$ cat src/rtl/mips_loader_pkg.sv
// Shared types and constants for the boot-time instruction memory loader.
package mips_loader_pkg;

  typedef enum logic [2:0] {
    LEN_HI,
    LEN_LO,
    DATA,
    WRITE,
    RUN,
    ERROR
  } state_e;

  localparam int unsigned BYTES_PER_WORD = 4;
  localparam int unsigned LEN_WIDTH      = 16;

endpackage

$ cat src/rtl/imem_loader_if.sv
// Byte stream valid/ready channel feeding the instruction memory loader.
interface imem_loader_if;
  logic       s_valid;
  logic [7:0] s_data;
  logic       s_ready;

  modport master (output s_valid, output s_data, input s_ready);
  modport slave  (input s_valid, input s_data, output s_ready);
endinterface

$ cat src/rtl/imem_word_assembler.sv
// Big-endian byte-to-word packer: shifts bytes in MSB-first and flags the completing byte.
module imem_word_assembler (
  input  logic        clk,
  input  logic        rst_n,
  input  logic        shift_en,
  input  logic        clear,
  input  logic [7:0]  byte_in,
  output logic [31:0] word_out,
  output logic        word_full
);
  import mips_loader_pkg::*;

  logic [31:0] word_q;
  logic [1:0]  byte_cnt_q;

  // High on the shift that delivers the last byte of a word; the counter wraps to 0 with it.
  assign word_full = shift_en && (byte_cnt_q == 2'(BYTES_PER_WORD - 1));
  assign word_out  = word_q;

  always_ff @(posedge clk or negedge rst_n) begin
    if (!rst_n) begin
      word_q     <= '0;
      byte_cnt_q <= '0;
    end else if (clear) begin
      word_q     <= '0;
      byte_cnt_q <= '0;
    end else if (shift_en) begin
      word_q     <= {word_q[23:0], byte_in};
      byte_cnt_q <= byte_cnt_q + 2'd1;
    end
  end

endmodule

$ cat src/rtl/imem_loader.sv
// Boot loader: length-prefixed byte stream -> sequential 32-bit instruction memory writes,
// holding the pipeline stalled until the whole program is in place.
module imem_loader #(
  parameter int unsigned ADDR_WIDTH = 8,
  parameter int unsigned LEN_WIDTH  = 16
) (
  input  logic                  clk,
  input  logic                  rst_n,
  imem_loader_if.slave          s,
  input  logic                  restart,
  output logic                  imem_we,
  output logic [ADDR_WIDTH-1:0] imem_addr,
  output logic [31:0]           imem_wdata,
  output logic                  cpu_run,
  output logic                  load_done,
  output logic                  error
);
  import mips_loader_pkg::*;

  localparam logic [LEN_WIDTH:0] DEPTH = (LEN_WIDTH + 1)'(2 ** ADDR_WIDTH);

  state_e                state_q, state_d;
  logic [LEN_WIDTH-1:0]  len_q, len_d;
  logic [LEN_WIDTH-1:0]  len_full;
  logic [ADDR_WIDTH-1:0] word_cnt_q, word_cnt_d;
  logic [ADDR_WIDTH-1:0] addr_hold_q;
  logic [31:0]           wdata_hold_q;
  logic [31:0]           word;
  logic                  load_done_q;
  logic                  xfer, shift_en, asm_clear, word_full, last_word;

  assign s.s_ready = rst_n && (state_q == LEN_HI || state_q == LEN_LO || state_q == DATA);
  assign xfer      = s.s_valid && s.s_ready;
  assign len_full  = {len_q[LEN_WIDTH-1:8], s.s_data};
  assign last_word = (32'(word_cnt_q) + 32'd1) == 32'(len_q);

  imem_word_assembler u_asm (
    .clk       (clk),
    .rst_n     (rst_n),
    .shift_en  (shift_en),
    .clear     (asm_clear),
    .byte_in   (s.s_data),
    .word_out  (word),
    .word_full (word_full)
  );

  always_comb begin
    state_d    = state_q;
    len_d      = len_q;
    word_cnt_d = word_cnt_q;
    shift_en   = 1'b0;
    asm_clear  = 1'b0;
    unique case (state_q)
      LEN_HI: begin
        if (xfer) begin
          len_d[LEN_WIDTH-1:8] = s.s_data;
          state_d              = LEN_LO;
        end
      end
      LEN_LO: begin
        if (xfer) begin
          len_d = len_full;
          if (len_full == '0)                   state_d = RUN;
          else if ({1'b0, len_full} > DEPTH)    state_d = ERROR;
          else                                  state_d = DATA;
        end
      end
      DATA: begin
        if (xfer) begin
          shift_en = 1'b1;
          if (word_full) state_d = WRITE;
        end
      end
      WRITE: begin
        // Counter stops on the last word so a full-depth load never wraps back to 0.
        if (last_word) begin
          state_d = RUN;
        end else begin
          word_cnt_d = word_cnt_q + 1'b1;
          state_d    = DATA;
        end
      end
      RUN, ERROR: begin
        if (restart) begin
          state_d    = LEN_HI;
          word_cnt_d = '0;
          asm_clear  = 1'b1;
        end
      end
      default: state_d = LEN_HI;
    endcase
  end

  always_ff @(posedge clk or negedge rst_n) begin
    if (!rst_n) begin
      state_q      <= LEN_HI;
      len_q        <= '0;
      word_cnt_q   <= '0;
      addr_hold_q  <= '0;
      wdata_hold_q <= '0;
      load_done_q  <= 1'b0;
    end else begin
      state_q     <= state_d;
      len_q       <= len_d;
      word_cnt_q  <= word_cnt_d;
      load_done_q <= (state_d == RUN) && (state_q != RUN);
      if (state_q == WRITE) begin
        addr_hold_q  <= word_cnt_q;
        wdata_hold_q <= word;
      end
    end
  end

  // Address/data are live during WRITE and otherwise keep the last written values.
  assign imem_we    = (state_q == WRITE);
  assign imem_addr  = imem_we ? word_cnt_q : addr_hold_q;
  assign imem_wdata = imem_we ? word : wdata_hold_q;
  assign cpu_run    = (state_q == RUN);
  assign error      = (state_q == ERROR);
  assign load_done  = load_done_q;

endmodule

$ cat src/flat_wrapper.sv
// flat-port wrapper written by rule: the top's interface ports become plain ports
module imem_loader_flat import mips_loader_pkg::*;
#(
  parameter int unsigned ADDR_WIDTH = 8,
  parameter int unsigned LEN_WIDTH  = 16
)
  (clk, rst_n, restart, imem_we, imem_addr, imem_wdata, cpu_run, load_done, error, s_s_valid, s_s_data, s_s_ready);
  imem_loader_if s_i ();
  input  logic clk;
  input  logic rst_n;
  input  logic restart;
  output logic imem_we;
  output logic [ADDR_WIDTH-1:0] imem_addr;
  output logic [31:0] imem_wdata;
  output logic cpu_run;
  output logic load_done;
  output logic error;
  input wire logic [$bits(s_i.s_valid)-1:0] s_s_valid;
  input wire logic [$bits(s_i.s_data)-1:0] s_s_data;
  output wire logic [$bits(s_i.s_ready)-1:0] s_s_ready;
  assign s_i.s_valid = s_s_valid;
  assign s_i.s_data = s_s_data;
  assign s_s_ready = s_i.s_ready;
  imem_loader #(.ADDR_WIDTH(ADDR_WIDTH), .LEN_WIDTH(LEN_WIDTH)) u_core (.clk(clk), .rst_n(rst_n), .s(s_i), .restart(restart), .imem_we(imem_we), .imem_addr(imem_addr), .imem_wdata(imem_wdata), .cpu_run(cpu_run), .load_done(load_done), .error(error));
endmodule
$ cat config.mk
export PLATFORM = sky130hd
export DESIGN_NAME = imem_loader_flat
export DESIGN_NICKNAME = d
export VERILOG_FILES = /design/src/rtl/mips_loader_pkg.sv /design/src/rtl/imem_loader_if.sv /design/src/rtl/imem_word_assembler.sv /design/src/rtl/imem_loader.sv /design/src/flat_wrapper.sv
export SDC_FILE = /design/constraint.sdc
export NUM_CORES = 1
export LEC_CHECK = 0
export CAP_MARGIN = 10
export CELL_PAD_IN_SITES_DETAIL_PLACEMENT = 2
export CELL_PAD_IN_SITES_GLOBAL_PLACEMENT = 2
export CORE_MARGIN = 8
export CORE_UTILIZATION = 40
export CTS_CLUSTER_DIAMETER = 100
export DETAILED_ROUTE_END_ITERATION = 7
export DONT_BUFFER_PORTS = 1
export PLACE_DENSITY = 0.78
export SYNTH_ARGS = -nofsm -noshare
export SYNTH_HDL_FRONTEND = slang
export SYNTH_HIERARCHICAL = 1
export SYNTH_SLANG_ARGS = --single-unit
export TNS_END_PERCENT = 50
$ cat constraint.sdc
create_clock -name clk -period 5.7 [get_ports clk]
set_input_delay 1.71 -clock clk [delete_from_list [all_inputs] [get_ports clk]]
set_output_delay 1.71 -clock clk [all_outputs]
set_load 0.01 [all_outputs]
## After elaboration in Yosys (flattened, before gate mapping)

Index checks and enable logic that the tools add are counted.

- Flip-flop bits (word level): 102
- Output and inout bits: 45

- Add/sub/neg operators: 3
- Order comparisons: 1
- Equality and inequality tests: 11
- Multiplexer cells: 24
- Bitwise logic cells: 1
- Reductions and logical operators: 14

Operators by type and width:

| operator | number |
|---|---|
| 2-to-1 mux 32 bit | 3 |
| == test 32 x 16 -> 1 bit | 1 |
| 2-to-1 mux 8 bit | 4 |
| case mux 8 bit (2 select lines) | 2 |
| 2-to-1 mux 3 bit | 8 |
| > comparator 16 x 9 -> 1 bit (second input constant) | 1 |
| zero test 16 bit | 1 |
| case mux 3 bit (5 select lines) | 1 |
| adder 8 x 1 -> 9 bit (second input constant) | 1 |
| == test 3 bit (second input constant) | 3 |
| adder 8 x 1 -> 8 bit (second input constant) | 1 |
| == test 3 x 2 -> 1 bit (second input constant) | 2 |
| AND reduction 3 bit | 2 |
| logical AND 1 bit | 4 |
| 2-to-1 mux 1 bit | 4 |
| 2-to-1 mux 2 bit | 2 |
| inequality test 2 bit (second input constant) | 2 |
| nonzero test 2 bit | 2 |
| == test 3 x 1 -> 1 bit (second input constant) | 1 |
| zero test 3 bit | 1 |
| inequality test 3 bit (second input constant) | 1 |
| adder 2 x 1 -> 2 bit (second input constant) | 1 |
| == test 2 bit (second input constant) | 1 |
| logical OR 1 bit | 2 |
| other kinds (3) | 3 |

## Longest topological paths before layout

Gate-level depths: netlist (run 1).

- Word-level depth: 13
- Mapped depth: 8
- Gate-level depth less buffers: 7

## By module

Netlist (run 1), hierarchy kept.

By module, submodules not included:

| module | instances | cells each | area an instance (µm²) |
|---|---|---|---|
| imem_loader | 1 | 308 | 3006.6 |
| imem_word_assembler | 1 | 112 | 1427.6 |

## Worst setup path after synthesis (run 1)

Ideal clock, no wire load.

- Path type: input to output
- Start point: input port rst_n
- End point: output port s_s_ready
- Arrival time: 2.076 ns
- Required time: 3.990 ns
- Slack: 1.914 ns
- Stages on the path: 2
- Buffers on the path: 0
- Cell sequence: inv_1 > a211oi_1

- Word-level cells in the longest chain between the ends: 1

Ends and longest elaborated chain:

| item | line | RTL |
|---|---|---|
| from (decl) | flat_wrapper.sv:10 | `input logic rst_n;` |
| logical AND 1 bit | imem_loader.sv:32 | `assign s.s_ready = rst_n && (state_q == LEN_HI \|\| state_q == LEN_LO \|\| state_q == DATA);` |
| to (decl) | flat_wrapper.sv:20 | `output wire logic [$bits(s_i.s_ready)-1:0] s_s_ready;` |

No other way between the ends.

## Final worst setup path (run 1)

- Start point: register u_core.state_q[2]
- End point: output port imem_wdata[14]

- Word-level cells in the longest chain between the ends: 2

Ends and longest elaborated chain:

| item | line | RTL |
|---|---|---|
| from (decl) | imem_loader.sv:22 | `state_e state_q, state_d;` |
| from (signal assigned) | imem_loader.sv:103 | `state_q <= state_d;` |
| == test 3 x 2 -> 1 bit | imem_loader.sv:115 | `assign imem_we = (state_q == WRITE);` |
| 2-to-1 mux 32 bit | imem_loader.sv:117 | `assign imem_wdata = imem_we ? word : wdata_hold_q;` |
| to (decl) | flat_wrapper.sv:14 | `output logic [31:0] imem_wdata;` |

No other way between the ends.

==> results of run 1 <==
==> cell type report <==
class	instances	area share
Clock buffer	11	0.0302
Multi-Input combinational cell	291	0.367
Clock inverter	4	0.0101
Sequential cell	102	0.544
Tap cell	140	0.0374
Inverter	5	0.00400
Timing Repair Buffer	4	0.00641
==> worst reg2reg max path, cell delays in order (launching register included) <==
cell and delay [ps]:
dfrtp_1 550, ha_1 300, nand3_1 140, xnor2_1 150, or4_1 570, a2111oi_4 550
a211o_1 260, nor3b_2 170
==> synth_stat cells (2+ instances only) <==
cell type | count | area share
nor4_1 | 5 | 0.0071
mux2i_1 | 41 | 0.093
nand2_1 | 131 | 0.11
nand2b_1 | 2 | 0.0028
buf_2 | 5 | 0.0056
mux2_2 | 16 | 0.041
dfrtp_1 | 102 | 0.58
a211oi_1 | 2 | 0.0034
clkbuf_1 | 12 | 0.010
nand4_1 | 4 | 0.0056
buf_12 | 3 | 0.014
or4_1 | 2 | 0.0034
nand3_1 | 3 | 0.0034
nor2_1 | 41 | 0.035
xor2_1 | 5 | 0.0099
nor3_1 | 6 | 0.0068
xnor2_1 | 10 | 0.020
o21ai_0 | 2 | 0.0023
inv_1 | 4 | 0.0034
ha_1 | 2 | 0.0056
==> cell usage in the layout (no fill, tap or decap), drive strengths merged, types with 2 or more instances in the layout <==
master  Yosys  layout
buf        10       4
xor2        5       5
mux2       16      16
a211oi      2       2
o21ai       3       3
clkbuf     12      11
nor2       42      42
or4         2       2
ha          2       2
nor3        6       6
inv         4       4
nand2b      2       2
nor4        5       5
nand2     131     131
mux2i      41      41
nand3       3       3
nand4       4       4
xnor2      10      10
clkinv      1       3
dfrtp     102     102
==> stage by stage <==
step	hold WS (ps)	setup slack, ps	area (um2)	power (mW)
after detailed placement	500	1680	4500	1.74
after CTS	522	1240	4690	2.20
after global routing	552	1050	4690	2.31
after global placement	490	1810	4500	1.68
final	514	1360	4690	2.16
after floorplan	481	1910	4430	1.56
==> logic make-up after synthesis <==
kind of cell | after synthesis
AOI/OAI and AO/OA | 15
xor gates and xnor gates | 15
adders and majority gates | 2
buffers and inverters | 27
DFF | 102
muxes | 57
and+or+nand+nor | 202
==> power by group <==
part / internal (mW) / total, mW / switching [mW]
clock network: 0.211 / 0.454 / 0.243
registers: 0.979 / 1.17 / 0.194
logic: 0.214 / 0.534 / 0.320
total: 1.40 / 2.16 / 0.757
==> state kept, by name, indices dropped and copies added (netlist names) <==
| signal | flops |
|---|---|
| u_core/u_asm/byte_cnt_q | 2 |
| u_core/wdata_hold_q | 32 |
| u_core/len_q | 16 |
| u_core/word_cnt_q | 8 |
| u_core/addr_hold_q | 8 |
| u_core/u_asm/word_out | 32 |
| u_core/state_q | 3 |
| u_core/load_done | 1 |
==> routing by layer <==
metal / part of all wire / GRT usage / wire (um)
met1: 0.45 / 0.196 / 4890
met2: 0.48 / 0.259 / 5270
met3: 0.062 / 0.0563 / 678
met4: 0.013 / 0.0571 / 142
met5: 0 / 0 / 0
==> path summary, 6_finish.rpt <==
path                                                 to  slack [ps]  cells after the start
worst max-delay path                     imem_wdata[14]        1360                      6
worst max register to register         u_core/load_done        2930                      7
min in group asynchronous         u_core/addr_hold_q[0]        1020                      0
max in group asynchronous       u_core/wdata_hold_q[10]        4460                      0
worst min register to register         u_core/len_q[15]         510                      1
worst min-delay path                   u_core/len_q[15]         510                      1
==> impl_metrics.toml, run 1 <==
[clock_tree]
cts_hold_buf = 0
clock_path_buffers = 2
insertion_delay_ps = 380
cts_sinks = 102
clk_pin_slew_ps = 90
cts_setup_buffers = 0
cts_tree = "built"
cts_made_buffers = 9
h-tree-depth = 3
root_buffer = "clkbuf_8"
cts_resized = 0

[synthesis]
synth-compound-area-share = 0.0288
yosysSeqAreaShare = 0.576
syn_inst = 420
syn_area_um2 = 4430
muxShareOfSynthArea = 0.133
synthSimpleGateAreaFrac = 0.190
synth_cell_types = 42
avgSynthCellArea_um2 = 10.6
synth_top_family_by_area = "simple AND/OR/NAND/NOR gates"
synth-xor-area-share = 0.0296
synthAdderAreaFrac = 0.00564
ys.warnings.count = 6
synth-edff-count = 0
ys.flop_type = "dfrtp_1"
ys_seq_elements = 102
synth_nets = 434
async_flop_share = 1.00

[run_status]
status = "finished, final reports clean"

[critical_path]
crit_start = "u_core/state_q[2]"
critical_path_class = "reg2out"
worstReg2RegStart = "u_core/word_cnt_q[0]"
crit_required_ps = 3990
crit_buf_inv = 2
crit_chain = "nand2b_1 > or2_2 > clkinv_1 > buf_4 > nand2_1 > nand2_1"
crit_path_max_incr_delay_ps = 790
cpMostUsedCell = "nand2_1"
critical_path_arrival_ps = 2630
path_max_fanout = 49
cp-end-kind = "output pin"
slowest_stage = "or2_2"
critPathLaunchType = "flop"
path_delay_family = "simple AND/OR/NAND/NOR gates"

[final_layout]
drive_gt1_frac = 0.0983
register_area_um2 = 2550
nets = 427
diodes = 0
area_growth_pct = 5.73
fin_util = 0.432
fillers = 1160
layout.cells.non_filler = 557
multiInputGateArea_um2 = 1720

[power_and_ir_drop]
p_per_area_nw_per_um2 = 461
ir_drop_mv = 0.276
power.leakage_nw = 2.21

[sta]
final-setup-viol-count = 0
fin_crit_sh = 0.762
drv_slew = 0
post-route-min-period_ps = 4340
fmax_mhz = 230
tns_ps = 0
worstMarginPinSlew_ps = 1110
hold_viol_final = 0
slew_headroom = 0.257
rsz0062_at_grt = "no"
skew_ps = 14.2

[global_route]
grt_max_degree = 106
grt_pass1_vias = 3377
grt_pass1_wl_um = 18400
grt_use_total = 0.161
antenna_found_initial = 0
overflow = 0

[worst_hold_path]
holdCritPathClass = "reg2reg"
hold_start = "u_core/len_q[15]"

[floorplanning]
die_area_um2 = 14700
die_x_um = 121
dieHeight_um = 121
initial_core_util = 0.409
std_cell_rows = 38
core_area_um2 = 10800
io_pins = 57

[placement]
gp_congestion = 0.789
dp_cells = 542
dp_hpwl_um = 7430
port_buffers = 0

[routing]
dr.first_iter.drc_count = 172
wire_per_inst_um = 19.7
dr_total_vias = 2928
wirelength_um = 11000
drtAntennaViolNets = 0
drc = 0
first_pass_iters = 4
avgViaCountPerCell = 5.26

[job]
cap_violations = 0
No activity file was read; power rests on OpenSTA's default activity.
==> run 2, diff against run 1 <==
--- a/config.mk
+++ b/config.mk
@@ -5,15 +5,16 @@
 export SDC_FILE = /design/constraint.sdc
 export NUM_CORES = 1
 export LEC_CHECK = 0
+export ABC_AREA = 1
 export CAP_MARGIN = 10
 export CELL_PAD_IN_SITES_DETAIL_PLACEMENT = 2
 export CELL_PAD_IN_SITES_GLOBAL_PLACEMENT = 2
 export CORE_MARGIN = 8
-export CORE_UTILIZATION = 40
+export CORE_UTILIZATION = 38
 export CTS_CLUSTER_DIAMETER = 100
 export DETAILED_ROUTE_END_ITERATION = 7
 export DONT_BUFFER_PORTS = 1
-export PLACE_DENSITY = 0.78
+export PLACE_DENSITY = 0.8
 export SYNTH_ARGS = -nofsm -noshare
 export SYNTH_HDL_FRONTEND = slang
 export SYNTH_HIERARCHICAL = 1
==> constraint.sdc (replaced) <==
create_clock -name clk -period 4.45 [get_ports clk]
set_input_delay 1.335 -clock clk [delete_from_list [all_inputs] [get_ports clk]]
set_output_delay 1.335 -clock clk [all_outputs]
set_load 0.01 [all_outputs]
==> run 2 against run 1 <==
- highest routed layer unchanged
- power grew 25%
- clock skew shrank 7.9 ps
- final cell count up 27%
- via count increased by 24%
- critical endpoint is now imem_addr[4]
- area after synthesis is 5.7% higher
==> impl_metrics.toml, run 2 <==
[run_status]
status = "finished, final reports clean"

[synthesis]
synth_nets = 579
ys_seq_elements = 102
syn_area_um2 = 4690
synth_cell_types = 27
synthAdderAreaFrac = 0.00534
ys.warnings.count = 6
synth_top_family_by_area = "simple AND/OR/NAND/NOR gates"
synth-compound-area-share = 0.0318
muxShareOfSynthArea = 0
ys.flop_type = "dfrtp_1"
synthSimpleGateAreaFrac = 0.356
synth_top_area_cell = "dfrtp_1"
synth_top_cell_area_share = 0.544
avgSynthCellArea_um2 = 8.30
yosys-top-cells-area = "dfrtp_1 (54%), nand2_1 (21%), nand3_1 (4.7%), nand3_2 (2.8%), o21ai_0 (2.6%)"
async_flop_share = 1.00
synth-edff-count = 0
synth_commonest_cells = "nand2_1 (257), dfrtp_1 (102), nand3_1 (44)"
synth.most_common_cell = "nand2_1"
synth-xor-area-share = 0
yosysSeqAreaShare = 0.544
syn_inst = 565

[sta]
skew_ps = 6.34
slew_headroom = 0.491
drv_slew = 0
rsz0062_at_grt = "no"
worstMarginPinSlew_ps = 764
setup_ws_ps = 1110
fin_crit_sh = 0.750
final-setup-viol-count = 0
post-route-min-period_ps = 3340
tns_ps = 0
hold_viol_final = 0
fmax_mhz = 300

[worst_hold_path]
whs_endpoint = "u_core/u_asm/word_out[25]"
holdPathStages = 2
hold_start = "u_core/u_asm/word_out[25]"
holdCritPathClass = "reg2reg"

[clock_tree]
h-tree-depth = 3
clk_pin_slew_ps = 70
root_buffer = "clkbuf_16"
insertion_delay_ps = 350
cts_tree = "built"
cts_made_buffers = 9
cts_resized = 0
clock_path_buffers = 2
cts_sinks = 102
cts_setup_buffers = 0
cts_hold_buf = 0

[final_layout]
fin_util = 0.421
diodes = 0
final_cell_mix = "nand2_1 (257), dfrtp_1 (102), nand3_1 (44)"
drive_gt1_frac = 0.110
final_common_cell = "nand2_1"
area_growth_pct = 7.95
nets = 572
fillers = 1365

[routing]
wirelength_um = 13500
wire_per_inst_um = 19.0
dr.first_iter.drc_count = 189
dr_total_vias = 3632
first_pass_iters = 4
drc = 0
avgViaCountPerCell = 5.12
drtAntennaViolNets = 0

[floorplanning]
io_pins = 57
initial_core_util = 0.390
die_x_um = 127
dieHeight_um = 127
std_cell_rows = 40
core_area_um2 = 12000
die_area_um2 = 16100

[global_route]
grt_pass1_wl_um = 22400
antenna_found_initial = 0
grt_use_total = 0.176
grt_pass1_vias = 4069
overflow = 0
grt_max_degree = 104

[critical_path]
worstReg2RegStart = "u_core/state_q[1]"
cp-end-kind = "output pin"
crit_path_max_incr_delay_ps = 540
crit_chain = "nand2_1 > nor2_8 > inv_2 > o21ai_0"
critical_path_arrival_ps = 2000
r2r-end = "u_core/load_done"
ff2ff_path_depth = 11
critPathLaunchType = "flop"
critical_path_class = "reg2out"
slowest_stage = "inv_2"
path_max_fanout = 47
rrSetupSlack_ps = 2200
crit_required_ps = 3120

[power_and_ir_drop]
p_per_area_nw_per_um2 = 536
power.leakage_nw = 2.65
power.total_mw = 2.71
ir_drop_mv = 0.296

[job]
cap_violations = 0

[placement]
port_buffers = 0
gp_congestion = 0.772
dp_hpwl_um = 9300
dp_slack_ps = 1470
==> run 2: cell count changes after synthesis, moves of 11 or more <==
cell     previous run  this run
nand2_1           131       257
mux2i_1            41         0
nand3_1             3        44
inv_1               4        31
o21ai_0             2        24
mux2_2             16         0
nand3_2             0        13
nor2_1             41        30
==> run 2: power by group <==
group          switching, mW  internal [mW]
clock network          0.353          0.466
registers              0.169           1.16
logic                  0.379          0.181
==> run 2: area by class of cell <==
cell class / count / area (um2) / share of cell area
multi-input cells: 403 / 1850 / 0.365
flip-flops and latches: 102 / 2550 / 0.504
clock inverters: 5 / 57.6 / 0.0114
well taps: 147 / 184 / 0.0363
inverters: 40 / 153 / 0.0302
clock buffers: 11 / 253 / 0.0499
repair buffers: 2 / 15.0 / 0.00297
==> run 2: through the flow <==
| step | area (um2) | hold slack [ps] | cells |
|---|---|---|---|
| 2_1_floorplan | 4690 | 442 | 565 |
| 3_3_place_gp | 4750 | 457 | 694 |
| 3_5_place_dp | 4750 | 470 | 694 |
| 4_1_cts | 5060 | 487 | 710 |
| 5_1_grt | 5060 | 499 | 710 |
| 6_report | 5060 | 481 | 710 |
==> run 2: how the worst max path moves through the flow <==
stage	from	end	depth (start not counted)	slack, ps
after floorplan	rst_n	s_s_ready	2	1580
after global placement	rst_n	s_s_ready	2	1510
after detailed placement	u_core/state_q[1]	imem_addr[7]	4	1470
after CTS	u_core/state_q[1]	imem_addr[4]	4	1070
after global routing	u_core/state_q[1]	imem_addr[7]	4	930
final	u_core/state_q[1]	imem_addr[4]	4	1110
==> run 2: worst max-delay path: cells and delay by family, from the launching register on <==
kind	cells	cell delay, ps
AO/OA/AOI/OAI	1	350
flip-flops	1	440
AND/OR/NAND/NOR	2	260
buffers and inverters	1	540
==> run 2: logic make-up (layout without fill, tap and decap cells) <==
| family | after synthesis | count (layout) |
|---|---|---|
| buffers and inverters | 60 | 58 |
| AND/OR/NAND/NOR | 372 | 372 |
| adder cells (fa/ha/maj) | 2 | 2 |
| flip-flops | 102 | 102 |
| AO/OA/AOI/OAI | 29 | 29 |
==> run 2: layer usage <==
metal / vias to the layer above / GRT usage / part of all wire / wire length (um)
met3: 8 / 0.0678 / 0.067 / 905
li1: 1741 / - / - / -
met1: 1823 / 0.224 / 0.46 / 6160
met4: 0 / 0.0350 / 0.0068 / 92
met5: - / 0 / 0 / 0
met2: 60 / 0.280 / 0.47 / 6340
